==> config.mk <==
export PLATFORM = sky130hd
export DESIGN_NAME = multicycle_control
export DESIGN_NICKNAME = d
export VERILOG_FILES = /design/src/rtl/mc_pkg.sv /design/src/rtl/mc_out_decode.sv /design/src/rtl/multicycle_control.sv
export SDC_FILE = /design/constraint.sdc
export NUM_CORES = 1
export LEC_CHECK = 0
export BUFFER_PORTS_ARGS = -buffer_cell sky130_fd_sc_hd__clkbuf_2
export CAP_MARGIN = 40
export CORE_MARGIN = 2
export CORE_UTILIZATION = 50
export CTS_BUF_LIST = sky130_fd_sc_hd__clkbuf_2
export DETAILED_ROUTE_END_ITERATION = 8
export GPL_TIMING_DRIVEN = 0
export MAX_ROUTING_LAYER = met4
export PLACE_DENSITY = 0.87
export SLEW_MARGIN = 20
export SYNTH_ARGS = -nofsm -noshare
export SYNTH_HDL_FRONTEND = slang
export SYNTH_SLANG_ARGS = --single-unit
==> constraint.sdc <==
create_clock -name clk -period 2.5 [get_ports clk]
set_input_delay 0.75 -clock clk [delete_from_list [all_inputs] [get_ports clk]]
set_output_delay 0.75 -clock clk [all_outputs]
set_load 0.01 [all_outputs]
==> src/rtl/mc_pkg.sv <==
// Shared types and constants for the multicycle control FSM.
// The JUMP state exists only when MC_JUMP_EN is defined.
package mc_pkg;

  typedef enum logic [3:0] {
    S_FETCH,
    S_DECODE,
    S_MEMADR,
    S_MEMRD,
    S_MEMWB,
    S_MEMWR,
    S_REXE,
    S_RWB,
    S_BEQ,
    S_ADDIEX,
    S_ADDIWB,
    S_HALT
`ifdef MC_JUMP_EN
    , S_JUMP
`endif
  } state_t;

  localparam logic [5:0] OP_RTYPE = 6'b000000;
  localparam logic [5:0] OP_LW    = 6'b100011;
  localparam logic [5:0] OP_SW    = 6'b101011;
  localparam logic [5:0] OP_BEQ   = 6'b000100;
  localparam logic [5:0] OP_ADDI  = 6'b001000;
  localparam logic [5:0] OP_J     = 6'b000010;

  localparam logic [1:0] ALU_ADD   = 2'b00;
  localparam logic [1:0] ALU_SUB   = 2'b01;
  localparam logic [1:0] ALU_FUNCT = 2'b10;

  localparam logic [1:0] SRCB_REG   = 2'b00;
  localparam logic [1:0] SRCB_FOUR  = 2'b01;
  localparam logic [1:0] SRCB_IMM   = 2'b10;
  localparam logic [1:0] SRCB_SHIFT = 2'b11;

  localparam logic [1:0] PC_ALU    = 2'b00;
  localparam logic [1:0] PC_ALUOUT = 2'b01;
  localparam logic [1:0] PC_JUMP   = 2'b10;

  typedef struct packed {
    logic       pc_write;
    logic       pc_write_cond;
    logic       i_or_d;
    logic       mem_read;
    logic       mem_write;
    logic       ir_write;
    logic       mem_to_reg;
    logic       reg_dst;
    logic       reg_write;
    logic       alu_src_a;
    logic [1:0] alu_src_b;
    logic [1:0] alu_op;
    logic [1:0] pc_src;
    logic       instr_done;
    logic       halted;
  } ctrl_t;

endpackage

==> src/rtl/mc_out_decode.sv <==
// Moore output decode of the control FSM state; mem_ready only qualifies the
// strobes of states that wait on memory.
module mc_out_decode
  import mc_pkg::*;
(
  input  state_t state,
  input  logic   mem_ready,
  input  logic   illegal_nop,
  output ctrl_t  ctrl
);

  always_comb begin
    ctrl = '0;
    case (state)
      S_FETCH: begin
        ctrl.mem_read  = 1'b1;
        ctrl.alu_src_b = SRCB_FOUR;
        ctrl.alu_op    = ALU_ADD;
        ctrl.pc_src    = PC_ALU;
        ctrl.ir_write  = mem_ready;
        ctrl.pc_write  = mem_ready;
      end
      S_DECODE: begin
        ctrl.alu_src_b  = SRCB_SHIFT;
        ctrl.alu_op     = ALU_ADD;
        ctrl.instr_done = illegal_nop;
      end
      S_MEMADR, S_ADDIEX: begin
        ctrl.alu_src_a = 1'b1;
        ctrl.alu_src_b = SRCB_IMM;
        ctrl.alu_op    = ALU_ADD;
      end
      S_MEMRD: begin
        ctrl.i_or_d   = 1'b1;
        ctrl.mem_read = 1'b1;
      end
      S_MEMWB: begin
        ctrl.reg_write  = 1'b1;
        ctrl.mem_to_reg = 1'b1;
        ctrl.instr_done = 1'b1;
      end
      S_MEMWR: begin
        ctrl.i_or_d     = 1'b1;
        ctrl.mem_write  = 1'b1;
        ctrl.instr_done = mem_ready;
      end
      S_REXE: begin
        ctrl.alu_src_a = 1'b1;
        ctrl.alu_src_b = SRCB_REG;
        ctrl.alu_op    = ALU_FUNCT;
      end
      S_RWB: begin
        ctrl.reg_dst    = 1'b1;
        ctrl.reg_write  = 1'b1;
        ctrl.instr_done = 1'b1;
      end
      S_BEQ: begin
        ctrl.alu_src_a     = 1'b1;
        ctrl.alu_src_b     = SRCB_REG;
        ctrl.alu_op        = ALU_SUB;
        ctrl.pc_write_cond = 1'b1;
        ctrl.pc_src        = PC_ALUOUT;
        ctrl.instr_done    = 1'b1;
      end
      S_ADDIWB: begin
        ctrl.reg_write  = 1'b1;
        ctrl.instr_done = 1'b1;
      end
`ifdef MC_JUMP_EN
      S_JUMP: begin
        ctrl.pc_write   = 1'b1;
        ctrl.pc_src     = PC_JUMP;
        ctrl.instr_done = 1'b1;
      end
`endif
      S_HALT: ctrl.halted = 1'b1;
      default: ctrl = '0;
    endcase
  end

endmodule

==> src/rtl/multicycle_control.sv <==
// Multicycle MIPS-style control FSM: state register, latched opcode and next-state logic.
// Define MC_JUMP_EN to add the j instruction (JUMP state); otherwise opcode 000010 is illegal.
module multicycle_control
  import mc_pkg::*;
#(
  parameter int OPCODE_W     = 6,
  parameter int ALUOP_W      = 2,
  parameter int ILLEGAL_HALT = 1
) (
  input  logic                clk,
  input  logic                reset,
  input  logic [OPCODE_W-1:0] opcode,
  input  logic                mem_ready,
  output logic                pc_write,
  output logic                pc_write_cond,
  output logic                i_or_d,
  output logic                mem_read,
  output logic                mem_write,
  output logic                ir_write,
  output logic                mem_to_reg,
  output logic                reg_dst,
  output logic                reg_write,
  output logic                alu_src_a,
  output logic [1:0]          alu_src_b,
  output logic [ALUOP_W-1:0]  alu_op,
  output logic [1:0]          pc_src,
  output logic                instr_done,
  output logic                halted,
  output state_t              fsm_state
);

  state_t              state;
  state_t              next_state;
  logic [OPCODE_W-1:0] op_q;
  logic                legal_op;
  ctrl_t               ctrl_raw;
  ctrl_t               ctrl;

  function automatic logic op_is(input logic [OPCODE_W-1:0] v, input logic [5:0] c);
    return v == OPCODE_W'(c);
  endfunction

  always_comb begin
    legal_op = op_is(opcode, OP_RTYPE) || op_is(opcode, OP_LW) || op_is(opcode, OP_SW) ||
               op_is(opcode, OP_BEQ) || op_is(opcode, OP_ADDI);
`ifdef MC_JUMP_EN
    if (op_is(opcode, OP_J)) legal_op = 1'b1;
`endif
  end

  // Memory request stays up until mem_ready; a transfer completes in the
  // cycle where request and mem_ready are both high, and only then do we move on.
  always_ff @(posedge clk) begin
    if (reset) begin
      state <= S_FETCH;
      op_q  <= '0;
    end else begin
      state <= next_state;
      if (state == S_DECODE) op_q <= opcode;
    end
  end

  always_comb begin
    next_state = state;
    case (state)
      S_FETCH: if (mem_ready) next_state = S_DECODE;
      S_DECODE: begin
        if (!legal_op)                                         next_state = (ILLEGAL_HALT != 0) ? S_HALT : S_FETCH;
        else if (op_is(opcode, OP_RTYPE))                      next_state = S_REXE;
        else if (op_is(opcode, OP_LW) || op_is(opcode, OP_SW)) next_state = S_MEMADR;
        else if (op_is(opcode, OP_BEQ))                        next_state = S_BEQ;
        else if (op_is(opcode, OP_ADDI))                       next_state = S_ADDIEX;
`ifdef MC_JUMP_EN
        else                                                   next_state = S_JUMP;
`else
        else                                                   next_state = S_FETCH;
`endif
      end
      S_MEMADR: next_state = op_is(op_q, OP_LW) ? S_MEMRD : S_MEMWR;
      S_MEMRD:  if (mem_ready) next_state = S_MEMWB;
      S_MEMWB:  next_state = S_FETCH;
      S_MEMWR:  if (mem_ready) next_state = S_FETCH;
      S_REXE:   next_state = S_RWB;
      S_RWB:    next_state = S_FETCH;
      S_BEQ:    next_state = S_FETCH;
      S_ADDIEX: next_state = S_ADDIWB;
      S_ADDIWB: next_state = S_FETCH;
`ifdef MC_JUMP_EN
      S_JUMP:   next_state = S_FETCH;
`endif
      S_HALT:   next_state = S_HALT;
      default:  next_state = S_FETCH;
    endcase
  end

  mc_out_decode u_decode (
    .state       (state),
    .mem_ready   (mem_ready),
    .illegal_nop (!legal_op && (ILLEGAL_HALT == 0)),
    .ctrl        (ctrl_raw)
  );

  // Reset forces every strobe low in the reset cycle itself, aborting any instruction.
  assign ctrl = reset ? '0 : ctrl_raw;

  assign pc_write      = ctrl.pc_write;
  assign pc_write_cond = ctrl.pc_write_cond;
  assign i_or_d        = ctrl.i_or_d;
  assign mem_read      = ctrl.mem_read;
  assign mem_write     = ctrl.mem_write;
  assign ir_write      = ctrl.ir_write;
  assign mem_to_reg    = ctrl.mem_to_reg;
  assign reg_dst       = ctrl.reg_dst;
  assign reg_write     = ctrl.reg_write;
  assign alu_src_a     = ctrl.alu_src_a;
  assign alu_src_b     = ctrl.alu_src_b;
  assign alu_op        = ALUOP_W'(ctrl.alu_op);
  assign pc_src        = ctrl.pc_src;
  assign instr_done    = ctrl.instr_done;
  assign halted        = ctrl.halted;
  assign fsm_state     = state;

endmodule
==> summary.txt <==
Timing
  • Clock Skew: 0.00910 ns
  • Final period util: 97.6%
  • Crit path time final: 2.44 ns
  • Final Hold Fails: 0
  • Slew Limit Fails: 0
  • RSZ-0062 raised after global routing: true
  • FMAX: 0.410 GHz
  • Setup violations, final: 0
  • Setup TNS: 0 ns

Global route
  • Initial antenna violation count: 0
  • GRT met1 Usage: 29.4%
  • Top Usage Layer GRT: met2
  • Gr usage total: 23.8%
  • GR Layer Usage met3: 2.45%
  • Met2 Use GR: 37.9%
  • Largest net degree at the start of global routing: 11
  • Vias in the first global route: 826
  • Remaining global-route overflow: 0
  • First-pass GRT wire length: 3420 um

Power
  • Sw power: 446 uW
  • Reg power frac: 26.0%
  • Leak: 0.419 nW
  • VDD IR max: 431 uV
  • Net Sw Frac: 48.0%
  • Power Internal: 483 uW
  • Power per cell area: 913 nW/um2
  • Power share of the clock group: 10.2%
  • Comb power frac: 63.8%

Synth
  • Area contributors post-synth: dfxtp_1 25%, nand2_1 8.3%, a21oi_1 6.7%, nor4b_1 5.4%, o22a_1 4.3%
  • #FFs+latches synth: 10
  • Post-Syn Area: 817 um2
  • Yosys cell types: 36
  • Post-Synthesis Cells: 113
  • Sequential cell area fraction in the yosys report: 24.5%
  • Mean Syn Cell Area: 7.23 um2
  • YS warnings: 0
  • Synth area leader: dfxtp_1
  • Synth Net Count: 122
  • Share of Yosys cell area claimed by the top area cell type: 24.5%

Worst setup path
  • WS Path Type: register to output pin
  • Crit path launch type: register
  • R2R setup slack: 1.05 ns
  • CP Capture Type: output pin
  • Launch point of the worst reg-to-reg path: fsm_state[2]$_SDFFE_PP0P_
  • Setup crit start: fsm_state[1]$_SDFFE_PP0P_
  • Reg2Reg Depth: 4
  • Worst setup path endpoint: pc_src[0]
  • Worst EP arrival: 1.69 ns
  • CP required: 1.75 ns
  • Worst Path Max Fanout: 10
  • RR Endpoint: fsm_state[2]$_SDFFE_PP0P_

Clocking
  • Maximum root-to-sink buffer count: 2
  • Clock Sinks: 10
  • Skew-Pair Late Insertion Delay: 0.28 ns
  • CTS tree: yes
  • # H-tree levels: 1
  • TritonCTS buffer count: 3
  • Clk Tree Root Cell: clkbuf_2
  • Worst-path clk slew: 0.10 ns

Status
  • Status: finished, final reports clean

Detailed routing
  • DR pass1 iterations: 4
  • Iter 0 DRT Violations: 16
  • DR WL/cell: 12.9 um
  • WL final: 2080 um
  • Antenna Violating Nets Remaining: 0
  • Drt via density: 6.04
  • Drt drc: 0
  • Vias: 972

Die
  • Initial Util: 53.6%
  • Cell row count: 14
  • Io pins: 31
  • Die area: 1970 um2
  • Core footprint: 1520 um2
  • Die H: 44.4 um
  • Die X: 44.4 um

Placed design
  • Placed insts: 157
  • HPWL Detailed: 1600 um
  • Gpl congestion: 0.876
  • Input/output buffers: 28

Final layout
  • Fill cell total of the finished layout: 143
  • Area grow syn2layout: 24.5%
  • Diode count: 0
  • Finished Core Util: 66.7%
  • Layout Cells excl Fill: 161
  • Layout cell share with drive strength beyond 1: 33.8%
  • Nets: 155

Worst hold path
  • HP Class: register to register

Flow run
  • Max-Cap Viols: 0
[power by group through the flow]
stage,Sequential (mW),Combinational (mW),Clock [mW]
finish,0.242,0.592,0.0948
global route,0.248,0.656,0.0994
CTS,0.239,0.572,0.0934
detailed placement,0.243,0.570,0
global placement,0.239,0.557,0
floorplan,0.244,0.423,0
[sequential cells by signal, indices dropped and copies added (netlist names)]
register,flops
fsm_state,4
op_q,6
[layout by cell type (no fill, tap or decap), types with 2 or more instances in the layout]
cell	count
nand3_1	2
nand2_1	18
xor2_1	2
nand4_1	2
clkbuf_1	3
o22a_1	4
o21ai_1	2
dfxtp_1	10
nor3_1	4
nor2b_1	2
clkbuf_2	31
buf_4	4
buf_2	4
nor4_1	4
nand2b_1	3
a31oi_1	2
a21oi_1	11
inv_1	2
nor4b_1	5
clkbuf_4	2
nor2_1	9
[synthesized netlist by cell type]
master    instances
a211oi_2          1
buf_2             5
nor2b_1           2
nand2b_2          1
nand2b_1          3
nor3_1            4
nor4b_1           5
a31oi_1           2
dfxtp_1          10
nor3_4            1
nor4_1            5
clkbuf_1          4
or2_1             1
conb_1            1
o22a_1            4
a32oi_1           1
xnor2_1           1
or2_2             1
or3_1             1
nand3b_1          1
a21o_1            1
o21ai_1           2
nor4_2            1
inv_1             2
a21oi_1          11
nand3_1           2
xor2_1            2
nand4_1           2
nor2_1            9
o211ai_1          1
nand2_1          18
a311oi_2          1
buf_6             1
o32a_1            1
a311o_1           1
buf_4             4
[cells by family (layout without fill, tap and decap cells)]
kind of cell / Yosys count / count (layout) / synth area share (%)
and+or+nand+nor: 57 / 57 / 38.4
AOI/OAI and AO/OA: 26 / 26 / 22.5
buffers and inverters: 16 / 48 / 10.9
xor gates and xnor gates: 3 / 3 / 3.22
DFF: 10 / 10 / 24.5
other: 1 / 1 / 0.459
[per-layer routing]
layer / wire length, um / vias to the layer above
li1: - / 475
met1: 921 / 448
met2: 984 / 44
met3: 139 / 5
met4: 36 / 0
met5: 0 / -
[worst min-delay path by stage]
stage / from / to / slack [ns] / depth (start not counted)
CTS: op_q[3]$_SDFFE_PP0P_ / op_q[3]$_SDFFE_PP0P_ / 0.47 / 2
floorplan: op_q[1]$_SDFFE_PP0P_ / op_q[1]$_SDFFE_PP0P_ / 0.43 / 2
finish: op_q[4]$_SDFFE_PP0P_ / op_q[4]$_SDFFE_PP0P_ / 0.47 / 2
detailed placement: op_q[3]$_SDFFE_PP0P_ / op_q[3]$_SDFFE_PP0P_ / 0.45 / 2
global route: op_q[1]$_SDFFE_PP0P_ / op_q[1]$_SDFFE_PP0P_ / 0.49 / 2
global placement: op_q[1]$_SDFFE_PP0P_ / op_q[1]$_SDFFE_PP0P_ / 0.44 / 2
[worst max-delay path, stage by stage, from the launching register on]
cell	delay [ns]
dfxtp_1	0.34
buf_4	0.18
buf_2	0.20
nor4b_1	0.42
buf_4	0.17
clkbuf_2	0.12
[repair_timing]
item,in CTS,in global routing
buffers inserted,0,0
gates resized for setup,1,4
endpoints found under the setup margin,1,3
hold buffers,0,0
[through the flow]
stage          instance area, um2  hold slack, ns  total power [mW]  worst slack [ns]
2_1_floorplan                 823           0.432             0.667            0.0712
3_5_place_dp                  983           0.450             0.813          -0.00688
5_1_grt                      1020           0.486              1.00           -0.0340
3_3_place_gp                  983           0.443             0.795            0.0137
4_1_cts                      1000           0.465             0.905            0.0574
6_report                     1020           0.467             0.928            0.0591
[layout make-up]
type,instances,area [um2],share of cell area [%]
Buffer,14,87.6,8.61
Clock buffer,3,15.0,1.48
Clock inverter,1,3.75,0.369
Inverter,2,7.51,0.738
Multi-Input combinational cell,87,543,53.4
Sequential cell,10,200,19.7
Tap cell,16,20.0,1.97
Timing Repair Buffer,28,140,13.8
No activity file was read; power rests on OpenSTA's default activity.
